$ cat src/rtl/me_block_scheduler.sv
// ----------------------------------------------------------------------------
// me_block_scheduler
//
// Frame-level sequencer for me_top. For each of num_blocks template blocks it
// drives blk_idx (memory bank select), runs a four-phase req/ack handshake
// with me_top, captures me_min_sad/me_min_mvec together with the block index
// and offers that result on a valid/ready port. A wait counter bounds every
// handshake phase. When it expires, the run ends with a sticky timeout_err.
//
// Ports
//   clk, rst_n     rising-edge clock, asynchronous active-low reset
//   start          1-cycle pulse, starts a run (ignored while busy)
//   abort          level, ends the run after the current result is accepted
//   num_blocks     blocks per run, sampled on an accepted start
//   threshold      SAD threshold, sampled on an accepted start
//   me_req         request to me_top
//   me_threshold   latched threshold, held for the whole run
//   me_ack         acknowledge from me_top
//   me_min_sad     me_top result, valid while me_ack=1
//   me_min_mvec    me_top result, valid while me_ack=1
//   blk_idx        current block index
//   res_valid      result available
//   res_ready      consumer accepts result
//   res_sad        captured min_sad
//   res_mvec       captured min_mvec
//   res_idx        block index of the captured result
//   busy           run in progress
//   done           1-cycle pulse at the end of a run
//   timeout_err    sticky, cleared by the next accepted start
// ----------------------------------------------------------------------------
module me_block_scheduler #(
    parameter  int TB_LENGTH    = 16,
    parameter  int SW_LENGTH    = 64,
    parameter  int PE_OUT_WIDTH = 8,
    parameter  int BLK_WIDTH    = 10,
    parameter  int TIMEOUT      = 65535,
    localparam int SAD_WIDTH    = $clog2(TB_LENGTH**2) + PE_OUT_WIDTH,
    localparam int CNT_WIDTH    = $clog2((SW_LENGTH - TB_LENGTH + 1)**2)
) (
    input  logic                 clk,
    input  logic                 rst_n,
    input  logic                 start,
    input  logic                 abort,
    input  logic [BLK_WIDTH-1:0] num_blocks,
    input  logic [SAD_WIDTH-1:0] threshold,
    output logic                 me_req,
    output logic [SAD_WIDTH-1:0] me_threshold,
    input  logic                 me_ack,
    input  logic [SAD_WIDTH-1:0] me_min_sad,
    input  logic [CNT_WIDTH-1:0] me_min_mvec,
    output logic [BLK_WIDTH-1:0] blk_idx,
    output logic                 res_valid,
    input  logic                 res_ready,
    output logic [SAD_WIDTH-1:0] res_sad,
    output logic [CNT_WIDTH-1:0] res_mvec,
    output logic [BLK_WIDTH-1:0] res_idx,
    output logic                 busy,
    output logic                 done,
    output logic                 timeout_err
);

    // The wait counter only has to reach TIMEOUT-1. It expires on the cycle
    // that would be the TIMEOUT-th cycle spent waiting in one phase.
    localparam int TO_WIDTH = (TIMEOUT > 1) ? $clog2(TIMEOUT) : 1;
    localparam logic [TO_WIDTH-1:0] TO_LAST = TO_WIDTH'(TIMEOUT - 1);

    localparam logic [2:0] ST_IDLE = 3'd0;
    localparam logic [2:0] ST_REQ  = 3'd1;
    localparam logic [2:0] ST_REL  = 3'd2;
    localparam logic [2:0] ST_OUT  = 3'd3;
    localparam logic [2:0] ST_DONE = 3'd4;

    // State registers
    logic [2:0]           r_state;
    logic [TO_WIDTH-1:0]  r_wait_cnt;
    logic [BLK_WIDTH-1:0] r_num_blocks;
    logic [SAD_WIDTH-1:0] r_me_thr;
    logic                 r_me_req;
    logic [BLK_WIDTH-1:0] r_blk_idx;
    logic                 r_res_valid;
    logic [SAD_WIDTH-1:0] r_res_sad;
    logic [CNT_WIDTH-1:0] r_res_mvec;
    logic [BLK_WIDTH-1:0] r_res_idx;
    logic                 r_busy;
    logic                 r_timeout_err;

    // Next-state values
    logic [2:0]           w_state_nxt;
    logic [TO_WIDTH-1:0]  w_wait_nxt;
    logic [BLK_WIDTH-1:0] w_num_blocks_nxt;
    logic [SAD_WIDTH-1:0] w_me_thr_nxt;
    logic                 w_me_req_nxt;
    logic [BLK_WIDTH-1:0] w_blk_idx_nxt;
    logic                 w_res_valid_nxt;
    logic [SAD_WIDTH-1:0] w_res_sad_nxt;
    logic [CNT_WIDTH-1:0] w_res_mvec_nxt;
    logic [BLK_WIDTH-1:0] w_res_idx_nxt;
    logic                 w_busy_nxt;
    logic                 w_timeout_err_nxt;

    // Decoded conditions
    logic w_wait_hit;
    logic w_last_blk;
    logic w_accept;

    assign w_wait_hit = (r_wait_cnt == TO_LAST);
    // num_blocks is never 0 once a run is in progress, so the subtraction
    // cannot underflow where this is used.
    assign w_last_blk = (r_blk_idx == (r_num_blocks - BLK_WIDTH'(1)));
    assign w_accept   = r_res_valid & res_ready;

    always_comb begin
        w_state_nxt       = r_state;
        w_wait_nxt        = '0;
        w_num_blocks_nxt  = r_num_blocks;
        w_me_thr_nxt      = r_me_thr;
        w_me_req_nxt      = r_me_req;
        w_blk_idx_nxt     = r_blk_idx;
        w_res_valid_nxt   = r_res_valid;
        w_res_sad_nxt     = r_res_sad;
        w_res_mvec_nxt    = r_res_mvec;
        w_res_idx_nxt     = r_res_idx;
        w_busy_nxt        = r_busy;
        w_timeout_err_nxt = r_timeout_err;

        case (r_state)
            ST_IDLE: begin
                // abort is deliberately not looked at here: start always wins
                if (start) begin
                    w_timeout_err_nxt = 1'b0;
                    if (num_blocks != '0) begin
                        w_num_blocks_nxt = num_blocks;
                        w_me_thr_nxt     = threshold;
                        w_blk_idx_nxt    = '0;
                        w_busy_nxt       = 1'b1;
                        w_me_req_nxt     = 1'b1;
                        w_state_nxt      = ST_REQ;
                    end else begin
                        // Empty frame: finish without touching me_top.
                        w_state_nxt = ST_DONE;
                    end
                end
            end

            ST_REQ: begin
                if (me_ack) begin
                    // Result is sampled on the same edge that first sees ack.
                    w_res_sad_nxt  = me_min_sad;
                    w_res_mvec_nxt = me_min_mvec;
                    w_res_idx_nxt  = r_blk_idx;
                    w_me_req_nxt   = 1'b0;
                    w_state_nxt    = ST_REL;
                end else if (w_wait_hit) begin
                    w_timeout_err_nxt = 1'b1;
                    w_me_req_nxt      = 1'b0;
                    w_state_nxt       = ST_DONE;
                end else begin
                    w_wait_nxt = r_wait_cnt + TO_WIDTH'(1);
                end
            end

            ST_REL: begin
                // The result is offered only once me_top has released ack,
                // so a new request can never overlap the old acknowledge.
                if (!me_ack) begin
                    w_res_valid_nxt = 1'b1;
                    w_state_nxt     = ST_OUT;
                end else if (w_wait_hit) begin
                    w_timeout_err_nxt = 1'b1;
                    w_state_nxt       = ST_DONE;
                end else begin
                    w_wait_nxt = r_wait_cnt + TO_WIDTH'(1);
                end
            end

            ST_OUT: begin
                if (w_accept) begin
                    w_res_valid_nxt = 1'b0;
                    if (w_last_blk || abort) begin
                        w_state_nxt = ST_DONE;
                    end else begin
                        w_blk_idx_nxt = r_blk_idx + BLK_WIDTH'(1);
                        w_me_req_nxt  = 1'b1;
                        w_state_nxt   = ST_REQ;
                    end
                end
            end

            ST_DONE: begin
                // blk_idx and the captured result keep their last values.
                w_busy_nxt  = 1'b0;
                w_state_nxt = ST_IDLE;
            end

            default: begin
                w_me_req_nxt    = 1'b0;
                w_res_valid_nxt = 1'b0;
                w_busy_nxt      = 1'b0;
                w_state_nxt     = ST_IDLE;
            end
        endcase
    end

    always_ff @(posedge clk or negedge rst_n) begin
        if (!rst_n) begin
            r_state       <= ST_IDLE;
            r_wait_cnt    <= '0;
            r_num_blocks  <= '0;
            r_me_thr      <= '0;
            r_me_req      <= 1'b0;
            r_blk_idx     <= '0;
            r_res_valid   <= 1'b0;
            r_res_sad     <= '0;
            r_res_mvec    <= '0;
            r_res_idx     <= '0;
            r_busy        <= 1'b0;
            r_timeout_err <= 1'b0;
        end else begin
            r_state       <= w_state_nxt;
            r_wait_cnt    <= w_wait_nxt;
            r_num_blocks  <= w_num_blocks_nxt;
            r_me_thr      <= w_me_thr_nxt;
            r_me_req      <= w_me_req_nxt;
            r_blk_idx     <= w_blk_idx_nxt;
            r_res_valid   <= w_res_valid_nxt;
            r_res_sad     <= w_res_sad_nxt;
            r_res_mvec    <= w_res_mvec_nxt;
            r_res_idx     <= w_res_idx_nxt;
            r_busy        <= w_busy_nxt;
            r_timeout_err <= w_timeout_err_nxt;
        end
    end

    assign me_req       = r_me_req;
    assign me_threshold = r_me_thr;
    assign blk_idx      = r_blk_idx;
    assign res_valid    = r_res_valid;
    assign res_sad      = r_res_sad;
    assign res_mvec     = r_res_mvec;
    assign res_idx      = r_res_idx;
    assign busy         = r_busy;
    assign done         = (r_state == ST_DONE);
    assign timeout_err  = r_timeout_err;

endmodule

$ cat config.mk
export PLATFORM = sky130hd
export DESIGN_NAME = me_block_scheduler
export DESIGN_NICKNAME = d
export VERILOG_FILES = /design/src/rtl/me_block_scheduler.sv
export SDC_FILE = /design/constraint.sdc
export NUM_CORES = 1
export LEC_CHECK = 0
export CORE_UTILIZATION = 48
export CTS_CLUSTER_DIAMETER = 40
export CTS_CLUSTER_SIZE = 8
export DETAILED_ROUTE_END_ITERATION = 10
export PLACE_DENSITY = 0.77
export SYNTH_ARGS = -nofsm -noshare
export SYNTH_HDL_FRONTEND = slang
export SYNTH_SLANG_ARGS = --single-unit
$ cat constraint.sdc
create_clock -name clk -period 3 [get_ports clk]
set_input_delay 0.45 -clock clk [delete_from_list [all_inputs] [get_ports clk]]
set_output_delay 0.45 -clock clk [all_outputs]
set_load 0.02 [all_outputs]
==> results of run 1 <==
## sequential cells by signal, indices dropped and copies added (netlist names)
name and cells:
busy 1, me_req 1, timeout_err 1, r_num_blocks 10, res_idx 10, me_threshold 16, res_valid 1, res_sad 16
res_mvec 12, blk_idx 10, r_state 3, r_wait_cnt 16
## cells by family (layout without fill, tap and decap cells)
group	count (synthesis)	after routing
DFF	97	97
AOI/OAI and AO/OA	54	54
and+or+nand+nor	204	204
xor gates and xnor gates	25	25
muxes	40	40
buffers and inverters	24	161
adders and majority gates	4	4
## through the flow
| stage | instance area (um^2) | hold slack [ps] | instances |
|---|---|---|---|
| detailed placement | 5970 | 462 | 680 |
| floorplan | 4550 | 154 | 448 |
| CTS | 6190 | 102 | 696 |
| global placement | 5970 | 458 | 680 |
| finish | 6190 | 78.6 | 696 |
| global route | 6190 | 111 | 696 |
## how the worst min path moves through the flow
stage                            startpoint  depth (start not counted)                            to  slack (ps)
2_1_floorplan                         rst_n                          0        blk_idx[0]$_DFFE_PN0P_         150
3_3_place_gp   me_threshold[10]$_DFFE_PN0P_                          2  me_threshold[10]$_DFFE_PN0P_         460
3_5_place_dp    me_threshold[2]$_DFFE_PN0P_                          2   me_threshold[2]$_DFFE_PN0P_         460
4_1_cts                               rst_n                          1        res_sad[8]$_DFFE_PN0P_         100
5_1_grt                               rst_n                          1        res_sad[8]$_DFFE_PN0P_         110
6_report                              rst_n                          1        res_sad[8]$_DFFE_PN0P_          80
## cell type report
cell class	count	area (um^2)	share of cell area
inverter	7	26.3	0.00424
clock buffer	9	124	0.0200
sequential	97	2430	0.392
timing repair buffer	138	1350	0.219
multi-input combinational	327	2020	0.327
tap	111	139	0.0224
clock inverter	7	97.6	0.0158
## synth_stat cells (7+ instances only)
cell type / count / share of area
nor2_1: 37 / 0.031
nand4_1: 10 / 0.014
dfrtp_1: 97 / 0.53
nand2_1: 98 / 0.081
o21ai_0: 17 / 0.019
mux2_2: 38 / 0.094
xor2_1: 10 / 0.019
nand3_1: 8 / 0.0088
a21oi_1: 13 / 0.014
inv_1: 7 / 0.0058
nor3_1: 13 / 0.014
clkbuf_1: 11 / 0.0091
xnor2_1: 14 / 0.027
## power by group through the flow
stage	registers, uW	logic (uW)	clock network [uW]
CTS	2110	2650	954
global placement	2100	2570	0
global route	2170	2850	993
finish	2110	2630	927
floorplan	2470	1160	0
detailed placement	2130	2630	0
## per-layer routing
layer / vias to the layer above / GRT usage / share of wire
met5: - / 0 / 0
met2: 125 / 0.409 / 0.51
li1: 1802 / - / -
met3: 17 / 0.0639 / 0.056
met1: 1833 / 0.295 / 0.42
met4: 0 / 0.0611 / 0.016
## cell usage in the layout, fill, tap and decap left out, types with 4 or more instances in the layout
master and n:
a21oi_1 13, buf_4 11, clkbuf_8 9, clkdlybuf4s50_1 127
dfrtp_1 97, ha_1 4, inv_1 7, mux2_2 38
nand2_1 98, nand2b_1 4, nand3_1 8, nand4_1 10
nor2_1 37, nor2b_1 4, nor3_1 12, o21ai_0 17
or3_1 5, xnor2_1 14, xor2_1 10
==> results.yml, run 1 <==
global_route:
  antenna_found_initial: 0
  grt_pass1_wl_um: 18300
  first_global_vias: 3860
  grt_max_degree: 52
  grt_overflow: 0
  grt_use_total: 0.236
timing:
  report.final.slew_viol_count: 0
  fmax_mhz: 383
  setup_slack_ps: 390
  hold_violations: 0
  rsz0062_at_grt: "false"
  relSlewSlack: 0.576
  finalCriticalPeriod_ps: 2610
  finalCritPeriodShare: 0.870
  setup_violations: 0
  tightest_slew_ps: 636
  final.setup.tns_ps: 0
  clock_skew_ps: 13.3
power_and_ir_drop:
  power_uw: 5670
  p_leak_uw: 0.00268
  powerDensity_nw_per_um2: 915
  p_comb_frac: 0.465
  switching_share: 0.396
  vdd_drop_max_mv: 0.588
  p_switching_uw: 2250
  p_int_uw: 3420
  p_seq_frac: 0.372
  p_clk_frac: 0.163
floorplanning:
  ios: 129
  core_area_um2: 9200
  die_x_um: 99.4
  rows: 35
  initial_core_util: 0.495
  die_h_um: 99.4
  dieArea_um2: 9870
routing:
  vias: 3777
  drt_pass1_iterations: 4
  wire_per_inst_um: 15.9
  antenna_left: 0
  drcViolationCount: 0
  drt-total-wl_um: 11100
  viasPerCell: 5.43
  drt-initial-drc-count: 171
critical_path:
  critical_path.cell_chain: "inv_1 -> ha_1 -> xnor3_1 -> and3_1 -> o21ai_1 -> a32o_2 -> o21ai_2 -> or4_1 -> a21oi_1"
  cp.arrival_ps: 2900
  crit_path_end: "blk_idx[9]$_DFFE_PN0P_"
  path_class: "reg -> reg"
  worst-path-buf-inv: 1
  crit_start: "r_num_blocks[0]$_DFFE_PN0P_"
  cpPeakStageDelay_ps: 490
  r2r_slack_ps: 390
  r2r_start: "r_num_blocks[0]$_DFFE_PN0P_"
  endpoint_kind: "flop"
  regToRegEndpoint: "blk_idx[9]$_DFFE_PN0P_"
  cpLargestDelayFamily: "simple AND/OR/NAND/NOR gates"
  crit_cells: 9
  cp_max_fo: 10
  required_ps: 3290
  cp_slowest_cell: "or4_1"
  reg2reg_depth: 9
  start_kind: "flop"
synthesis:
  synthAdderAreaFrac: 0.0110
  synthFlopType: "dfrtp_1"
  syn_area_um2: 4550
  synth_top_family_by_area: "simple AND/OR/NAND/NOR gates"
  synth_compound_area_frac: 0.0754
  synth_xor_area_frac: 0.0512
  yosysWarnings: 0
  synth-seq-cells: 97
  seq_area_frac_synth: 0.534
  synth_edf_count: 0
  syn_inst: 448
  synth.net_count: 512
  muxShareOfSynthArea: 0.0985
  yosys.area_share.simple: 0.208
  syn_area_per_cell_um2: 10.2
  async_flop_share: 1.00
  ys_types: 52
clock_network:
  insertion_delay_ps: 370
  clk_path_buf_depth: 2
  cts_num_sinks: 97
  cts_inserted_buffers: 9
  cts-resized-gates: 0
  postCtsSetupBuffers: 0
  cts.clk_slew.worst_paths_ps: 110
  clockRootBuffer: "clkbuf_8"
  cts_tree: "yes"
  htree_num_levels: 3
  postCtsHoldBufs: 0
hold_path:
  hold_class: "in -> async"
finish:
  syn2layout_area_growth_pct: 36.1
  antennaDiodeCount: 0
  drive_gt1_frac: 0.126
  layout.nets: 644
  nFillCells: 734
  utilization: 0.673
placement:
  gp_congestion: 0.882
  dp_hpwl_um: 8150
  io_buffer_count: 128
  pre_cts_slack_ps: 421
status:
  status: "complete, no violations"
job:
  cap_violations: 0
Note: power is estimated with default switching activity, not from simulation.
==> run 2: changes to the inputs <==
Settings changed: ABC_CLOCK_PERIOD_IN_PS set to 3000.
==> results of run 2 <==
Same layout as run 1: the final DEF is identical, and so are final timing and power.
